**src/rtl/mdio_phy_responder.sv**
```systemverilog
// mdio_phy_responder: Clause-22 MDIO target with a 32 x 16 register file.
// MDC is oversampled on the system clock and never used as a clock itself.
// Optional build macro MMD_INDIRECT_EN: reg13/reg14 become the indirect
// MMD access window (DEVAD 2, addresses 4/5/6/8 stored); without it they are
// plain storage and mmd_skew is tied to zero.
module mdio_phy_responder #(
    parameter logic [4:0]  PHY_ADDR     = 5'd0,
    parameter int          PREAMBLE_LEN = 32,
    parameter logic [15:0] CTRL_DEFAULT = 16'h1140
) (
    input  logic        clock,
    input  logic        reset,
    input  logic        mdc,
    input  logic        mdio_in,
    output logic        mdio_out,
    output logic        mdio_oe,
    input  logic [1:0]  link_speed,
    input  logic        link_duplex,
    output logic [15:0] ctrl_reg,
    output logic        gbit_adv,
    output logic        wr_strobe,
    output logic [4:0]  wr_addr,
    output logic [15:0] wr_data,
    output logic [63:0] mmd_skew
);

    localparam int CNT_W = $clog2(PREAMBLE_LEN + 1);
    localparam logic [CNT_W-1:0] ONES_MAX = CNT_W'(PREAMBLE_LEN);

    // Bit positions counted from the start-0 bit (position 0) of a frame.
    localparam logic [5:0] POS_OP_END    = 6'd3;
    localparam logic [5:0] POS_PHYAD_END = 6'd8;
    localparam logic [5:0] POS_REGAD_END = 6'd13;
    localparam logic [5:0] POS_TA1       = 6'd14;
    localparam logic [5:0] POS_LAST      = 6'd31;
    localparam logic [5:0] POS_RELEASE   = 6'd32;

    typedef enum logic [2:0] {
        S_PREAMBLE,
        S_START2,
        S_OP,
        S_PHYAD,
        S_REGAD,
        S_TA,
        S_DATA,
        S_SKIP
    } state_t;

    logic           r_mdc_s1, r_mdc_s2, r_mdc_prev;
    logic           r_mdio_s1, r_mdio_s2;
    state_t         r_state;
    logic [CNT_W-1:0] r_ones;
    logic [5:0]     r_pos;
    logic           r_is_read;
    logic           r_op_b1;
    logic           r_ta1;
    logic [4:0]     r_phyad;
    logic [4:0]     r_regad;
    logic [15:0]    r_shift;
    logic           r_oe, r_out;
    logic           r_wr_strobe;
    logic [4:0]     r_wr_addr;
    logic [15:0]    r_wr_data;
    logic [15:0]    r_regs [0:31];

    logic           w_evt;
    logic           w_bit;
    logic           w_commit;
    logic [15:0]    w_commit_data;
    logic           w_soft_rst;
    logic [15:0]    w_status;
    logic [15:0]    w_rd_word;

    assign w_evt         = r_mdc_s2 & ~r_mdc_prev;
    assign w_bit         = r_mdio_s2;
    assign w_commit      = w_evt && (r_state == S_DATA) && !r_is_read && (r_pos == POS_LAST);
    assign w_commit_data = {r_shift[14:0], w_bit};
    assign w_soft_rst    = w_commit && (r_regad == 5'd0) && w_commit_data[15];
    assign w_status      = {9'b0, link_speed, 1'b0, link_duplex, 3'b0};

`ifdef MMD_INDIRECT_EN
    logic [15:0] r_mmd [0:3];
    logic        w_mmd_data_mode;
    logic        w_mmd_hit;
    logic [1:0]  w_mmd_idx;

    assign w_mmd_data_mode = (r_regs[13][15:14] != 2'b00);
    assign mmd_skew        = {r_mmd[3], r_mmd[2], r_mmd[1], r_mmd[0]};

    // Decode the selected DEVAD/address into one of the four stored MMD words
    always_comb begin
        w_mmd_hit = 1'b0;
        w_mmd_idx = 2'd0;
        if (r_regs[13][4:0] == 5'd2) begin
            case (r_regs[14])
                16'd4:   begin w_mmd_hit = 1'b1; w_mmd_idx = 2'd0; end
                16'd5:   begin w_mmd_hit = 1'b1; w_mmd_idx = 2'd1; end
                16'd6:   begin w_mmd_hit = 1'b1; w_mmd_idx = 2'd2; end
                16'd8:   begin w_mmd_hit = 1'b1; w_mmd_idx = 2'd3; end
                default: begin w_mmd_hit = 1'b0; w_mmd_idx = 2'd0; end
            endcase
        end
    end
`else
    assign mmd_skew = 64'h0;
`endif

    // Read word selection: live status for reg31, MMD window for reg14 in data mode
    always_comb begin
        w_rd_word = r_regs[r_regad];
`ifdef MMD_INDIRECT_EN
        if ((r_regad == 5'd14) && w_mmd_data_mode)
            w_rd_word = w_mmd_hit ? r_mmd[w_mmd_idx] : 16'h0;
`endif
        if (r_regad == 5'd31)
            w_rd_word = w_status;
    end

    // Two-flop synchronizers for mdc and mdio_in plus mdc edge history
    always_ff @(posedge clock) begin
        if (reset) begin
            r_mdc_s1   <= 1'b0;
            r_mdc_s2   <= 1'b0;
            r_mdc_prev <= 1'b0;
            r_mdio_s1  <= 1'b0;
            r_mdio_s2  <= 1'b0;
        end else begin
            r_mdc_s1   <= mdc;
            r_mdc_s2   <= r_mdc_s1;
            r_mdc_prev <= r_mdc_s2;
            r_mdio_s1  <= mdio_in;
            r_mdio_s2  <= r_mdio_s1;
        end
    end

    // Frame FSM: advances only on bit events; owns the pad and write-report outputs
    always_ff @(posedge clock) begin
        if (reset) begin
            r_state     <= S_PREAMBLE;
            r_ones      <= '0;
            r_pos       <= '0;
            r_is_read   <= 1'b0;
            r_oe        <= 1'b0;
            r_out       <= 1'b0;
            r_wr_strobe <= 1'b0;
            r_wr_addr   <= 5'd0;
            r_wr_data   <= 16'h0;
        end else begin
            r_wr_strobe <= 1'b0;
            if (w_evt) begin
                r_pos <= r_pos + 6'd1;
                case (r_state)
                    S_PREAMBLE: begin
                        r_pos <= '0;
                        if (w_bit) begin
                            if (r_ones != ONES_MAX)
                                r_ones <= r_ones + CNT_W'(1);
                        end else if (r_ones == ONES_MAX) begin
                            r_state <= S_START2;
                            r_pos   <= 6'd1;
                            r_ones  <= '0;
                        end else begin
                            r_ones <= '0;
                        end
                    end
                    S_START2: begin
                        r_state <= w_bit ? S_OP : S_PREAMBLE;
                    end
                    S_OP: begin
                        if (r_pos != POS_OP_END) begin
                            r_op_b1 <= w_bit;
                        end else begin
                            case ({r_op_b1, w_bit})
                                2'b10:   begin r_is_read <= 1'b1; r_state <= S_PHYAD; end
                                2'b01:   begin r_is_read <= 1'b0; r_state <= S_PHYAD; end
                                default: r_state <= S_SKIP;
                            endcase
                        end
                    end
                    S_PHYAD: begin
                        r_phyad <= {r_phyad[3:0], w_bit};
                        if (r_pos == POS_PHYAD_END)
                            r_state <= S_REGAD;
                    end
                    S_REGAD: begin
                        r_regad <= {r_regad[3:0], w_bit};
                        if (r_pos == POS_REGAD_END)
                            r_state <= (r_phyad == PHY_ADDR) ? S_TA : S_SKIP;
                    end
                    S_TA: begin
                        if (r_pos == POS_TA1) begin
                            r_ta1 <= w_bit;
                        end else if (r_is_read) begin
                            r_oe    <= 1'b1;
                            r_out   <= 1'b0;
                            r_shift <= w_rd_word;
                            r_state <= S_DATA;
                        end else begin
                            r_state <= (r_ta1 && !w_bit) ? S_DATA : S_SKIP;
                        end
                    end
                    S_DATA: begin
                        if (r_is_read) begin
                            if (r_pos == POS_RELEASE) begin
                                r_oe    <= 1'b0;
                                r_out   <= 1'b0;
                                r_state <= S_PREAMBLE;
                            end else begin
                                r_out   <= r_shift[15];
                                r_shift <= {r_shift[14:0], 1'b0};
                            end
                        end else begin
                            r_shift <= w_commit_data;
                            if (r_pos == POS_LAST) begin
                                r_wr_strobe <= 1'b1;
                                r_wr_addr   <= r_regad;
                                r_wr_data   <= w_commit_data;
                                r_state     <= S_PREAMBLE;
                            end
                        end
                    end
                    S_SKIP: begin
                        if (r_pos == POS_LAST)
                            r_state <= S_PREAMBLE;
                    end
                    default: r_state <= S_PREAMBLE;
                endcase
            end
        end
    end

    // Register file: hard/soft reset to defaults, otherwise commit frame writes
    always_ff @(posedge clock) begin
        if (reset || w_soft_rst) begin
            for (int i = 0; i < 32; i++)
                r_regs[i] <= 16'h0;
            r_regs[0] <= CTRL_DEFAULT;
`ifdef MMD_INDIRECT_EN
            for (int j = 0; j < 4; j++)
                r_mmd[j] <= 16'h0;
`endif
        end else if (w_commit) begin
            if (r_regad == 5'd31) begin
                // read-only status: write is reported but not stored
            end
`ifdef MMD_INDIRECT_EN
            else if ((r_regad == 5'd14) && w_mmd_data_mode) begin
                if (w_mmd_hit)
                    r_mmd[w_mmd_idx] <= w_commit_data;
            end
`endif
            else begin
                r_regs[r_regad] <= w_commit_data;
            end
        end
    end

    assign mdio_out  = r_out;
    assign mdio_oe   = r_oe;
    assign wr_strobe = r_wr_strobe;
    assign wr_addr   = r_wr_addr;
    assign wr_data   = r_wr_data;
    assign ctrl_reg  = r_regs[0];
    assign gbit_adv  = r_regs[9][9];

endmodule
```
**config.mk**
```make
export PLATFORM = sky130hd
export DESIGN_NAME = mdio_phy_responder
export DESIGN_NICKNAME = d
export VERILOG_FILES = /design/src/rtl/mdio_phy_responder.sv
export SDC_FILE = /design/constraint.sdc
export NUM_CORES = 1
export LEC_CHECK = 0
export ABC_AREA = 0
export CAP_MARGIN = 10
export CORE_UTILIZATION = 54
export DETAILED_ROUTE_END_ITERATION = 16
export GPL_TIMING_DRIVEN = 0
export HOLD_SLACK_MARGIN = 0.06
export PLACE_DENSITY_LB_ADDON = 0.2
export SYNTH_ARGS = -nofsm -noshare
export SYNTH_HDL_FRONTEND = slang
export SYNTH_SLANG_ARGS = --single-unit
```
**constraint.sdc**
```tcl
create_clock -name clock -period 10.58 [get_ports clock]
set_input_delay 2.116 -clock clock [delete_from_list [all_inputs] [get_ports clock]]
set_output_delay 2.116 -clock clock [all_outputs]
set_load 0.01 [all_outputs]
```
==> out/qor.yml <==
status: "finished, final reports clean"
ctsResizeCount: 0
grt_pass1_vias: 16405
dieWidth_um: 226
port_buffers: 47
synthDistinctLibCells: 56
post_cts_buffers: 0
cts.htree.levels: 2
slew-limit-headroom: 0.250
die-height_um: 226
worst_pin_slew_ns: 1.12
drt_iter0_drc: 2160
clkSinkCount: 590
cp_data_required_time_ns: 10.82
wl_per_cell_um: 25.9
final_util: 0.635
yosys_warnings: 0
diodes: 0
fp.dieArea_um2: 51100
setup_viol: 0
grt_pass1_wl_mm: 107
max_freq_ghz: 0.209
grt_max_degree: 17
num_vias: 16569
clk-insertion-delay-late_ns: 0.64
seq_area_frac_synth: 0.635
multi_input_area_um2: 9150
max_cap_violations: 0
ff2ff_path_depth: 8
synth_edf_count: 540
skew_ns: 0.0183
root_buffer: "clkbuf_16"
rows: 81
critPathCaptureType: "flip-flop"
grtUsageTotal: 0.296
drtPass1Iterations: 6
p_leak_nw: 11.4
ys_seq_elements: 590
routed_wl_mm: 73.2
pin_count: 112
cellPowerDensity_nw_per_um2: 159
post-route-period-util: 0.452
coreArea_um2: 49300
layout-drive-gt1-share: 0.187
synth.avg_cell_area_um2: 14.3
clk_pin_slew_worst_paths_ns: 0.06
drc_errors: 0
arrival_ns: 5.02
worstSetupStartpointType: "input port"
min_period_ns: 4.78
ff_latch_area_um2: 17200
cts_made_buffers: 60
synthFlopType: "edfxtp_1"
slew_viol_final: 0
dp_hpwl_mm: 51.0
holdBufCountCts: 0
synthCells: 1895
overflow: 0
cts_tree: "done"
rsz0062_at_grt: "no"
critPathMaxFanout: 16
regToRegEndpoint: "r_shift[6]"
final_nets: 2130
gp_congestion: 1.02
via_per_inst: 5.85
ir_drop_mv: 0.120
start_util: 0.550
postRouteAntennaNets: 0
finalPower_mw: 4.96
worstSetupEndpoint: "r_regs[31][15]"
area_growth_pct: 15.4
reg2reg_slack_ns: 6.20
grt_antenna_before_repair: 3
clock_path_buffers: 3
setup-tns-final_ns: 0
finalHoldViolCount: 0
ys_async_sr_fraction: 0
critPathKind: "in -> reg"
cp-startpoint: "reset"
synthesis.area_um2: 27100
fillers: 3732
hold_class: "reg -> reg"
## where the power goes
group	total (mW)	leakage (nW)	switching (mW)	internal, mW
Clock	2.15	0.972	0.904	1.25
Sequential	2.64	5.81	0.0226	2.61
Combinational	0.178	4.61	0.104	0.0747
## flip-flops by register name, indices dropped and copies added, names as in the netlist, 3 cells and up, named ones only
register,count
r_pos,6
r_phyad,5
r_shift,16
wr_data,16
r_ones,6
r_regs,512
r_regad,5
wr_addr,5
r_state,3
## metal layers
layer  global-route usage  up-vias  share of wire
li1                     -     7228              -
met1                0.408     8305           0.40
met2                0.466      853           0.47
met3               0.0537      183          0.084
met4                0.125        0          0.046
met5                    0        -              0
## cells in the mapped netlist, drive strengths merged, types with 3 or more instances
cell type	count	share of area
edfxtp	540	0.60
and2	496	0.11
clkbuf	135	0.020
mux4	129	0.11
nand2	102	0.014
buf	87	0.021
nor2	57	0.0098
o21ai	51	0.0094
dfxtp	50	0.037
a21oi	33	0.0061
mux2i	33	0.012
o22ai	16	0.0037
a211oi	15	0.0042
mux2	15	0.0062
inv	14	0.0019
a22o	13	0.0042
nor2b	12	0.0028
nor3	12	0.0022
nand3	8	0.0017
nand4	8	0.0018
ha	7	0.0032
nand3b	7	0.0022
xor2	7	0.0023
or3	5	0.0012
a22oi	4	0.0011
o211ai	4	0.0011
nor4	3	0.0012
nor4b	3	0.00097
or3b	3	0.00097
or4	3	0.00083
## through the flow
stage / setup WS, ns / instance area (um2) / cells / hold WS [ns]
after floorplan: 6.06 / 27400 / 1975 / 0.414
after global placement: 3.88 / 28700 / 2686 / 0.429
after detailed placement: 5.18 / 29300 / 2717 / 0.429
after CTS: 5.86 / 31300 / 2829 / 0.451
after global routing: 5.78 / 31300 / 2830 / 0.467
final: 5.80 / 31300 / 2830 / 0.445
## how the worst min path moves through the flow
stage,end,slack [ns],depth (start not counted),from
after floorplan,r_mdc_s2,0.41,1,r_mdc_s1
after global placement,r_mdio_s2,0.43,1,r_mdio_s1
after detailed placement,r_regad[2],0.43,0,r_regad[1]
after CTS,r_phyad[1],0.45,0,r_phyad[0]
after global routing,r_mdio_s2,0.47,1,r_mdio_s1
final,r_phyad[1],0.45,0,r_phyad[0]
## cells by family (layout without fill, tap and decap cells)
logic type / after synthesis / after routing / synth area share
muxes: 177 / 177 / 0.126
and+or+nand+nor: 725 / 725 / 0.156
AOI/OAI and AO/OA: 151 / 151 / 0.0345
adders and majority gates: 7 / 7 / 0.00323
other: 1 / 81 / 0.000138
xor gates and xnor gates: 8 / 8 / 0.00259
buffers and inverters: 236 / 427 / 0.0429
DFF: 590 / 590 / 0.635
## critical path, cell delays in order
cell,delay [ns]
clkdlybuf4s50_1,0.52
clkbuf_1,0.35
a21oi_1,0.70
buf_1,0.70
inv_1,0.60
## layout by cell type, fill, tap and decap left out, types with 8 or more instances in the layout
master and n:
buf_4 64, o21ai_2 31, buf_1 12, dfxtp_1 50, nor3_1 11, nor2b_1 12
clkinv_1 17, o21ai_0 20, clkbuf_2 19, clkdlybuf4s50_1 47, nand4_1 8, a22o_1 13
mux2_2 15, edfxtp_1 540, nor2_1 50, and2_1 496, conb_1 81, buf_2 11
a21oi_1 33, o22ai_1 16, clkinv_2 11, nand2_1 101, mux2i_1 33, clkbuf_16 64
buf_8 24, inv_1 14, mux4_2 129, clkbuf_1 125, a211oi_1 15
## final cells by class
class	count	area share
Buffer	222	0.0355
Clock buffer	74	0.0527
Clock inverter	38	0.0108
Inverter	14	0.00168
Multi-Input combinational cell	1149	0.292
Sequential cell	590	0.550
Tap cell	664	0.0266
Timing Repair Buffer	79	0.0300
Power figures use the tool's default switching activity.
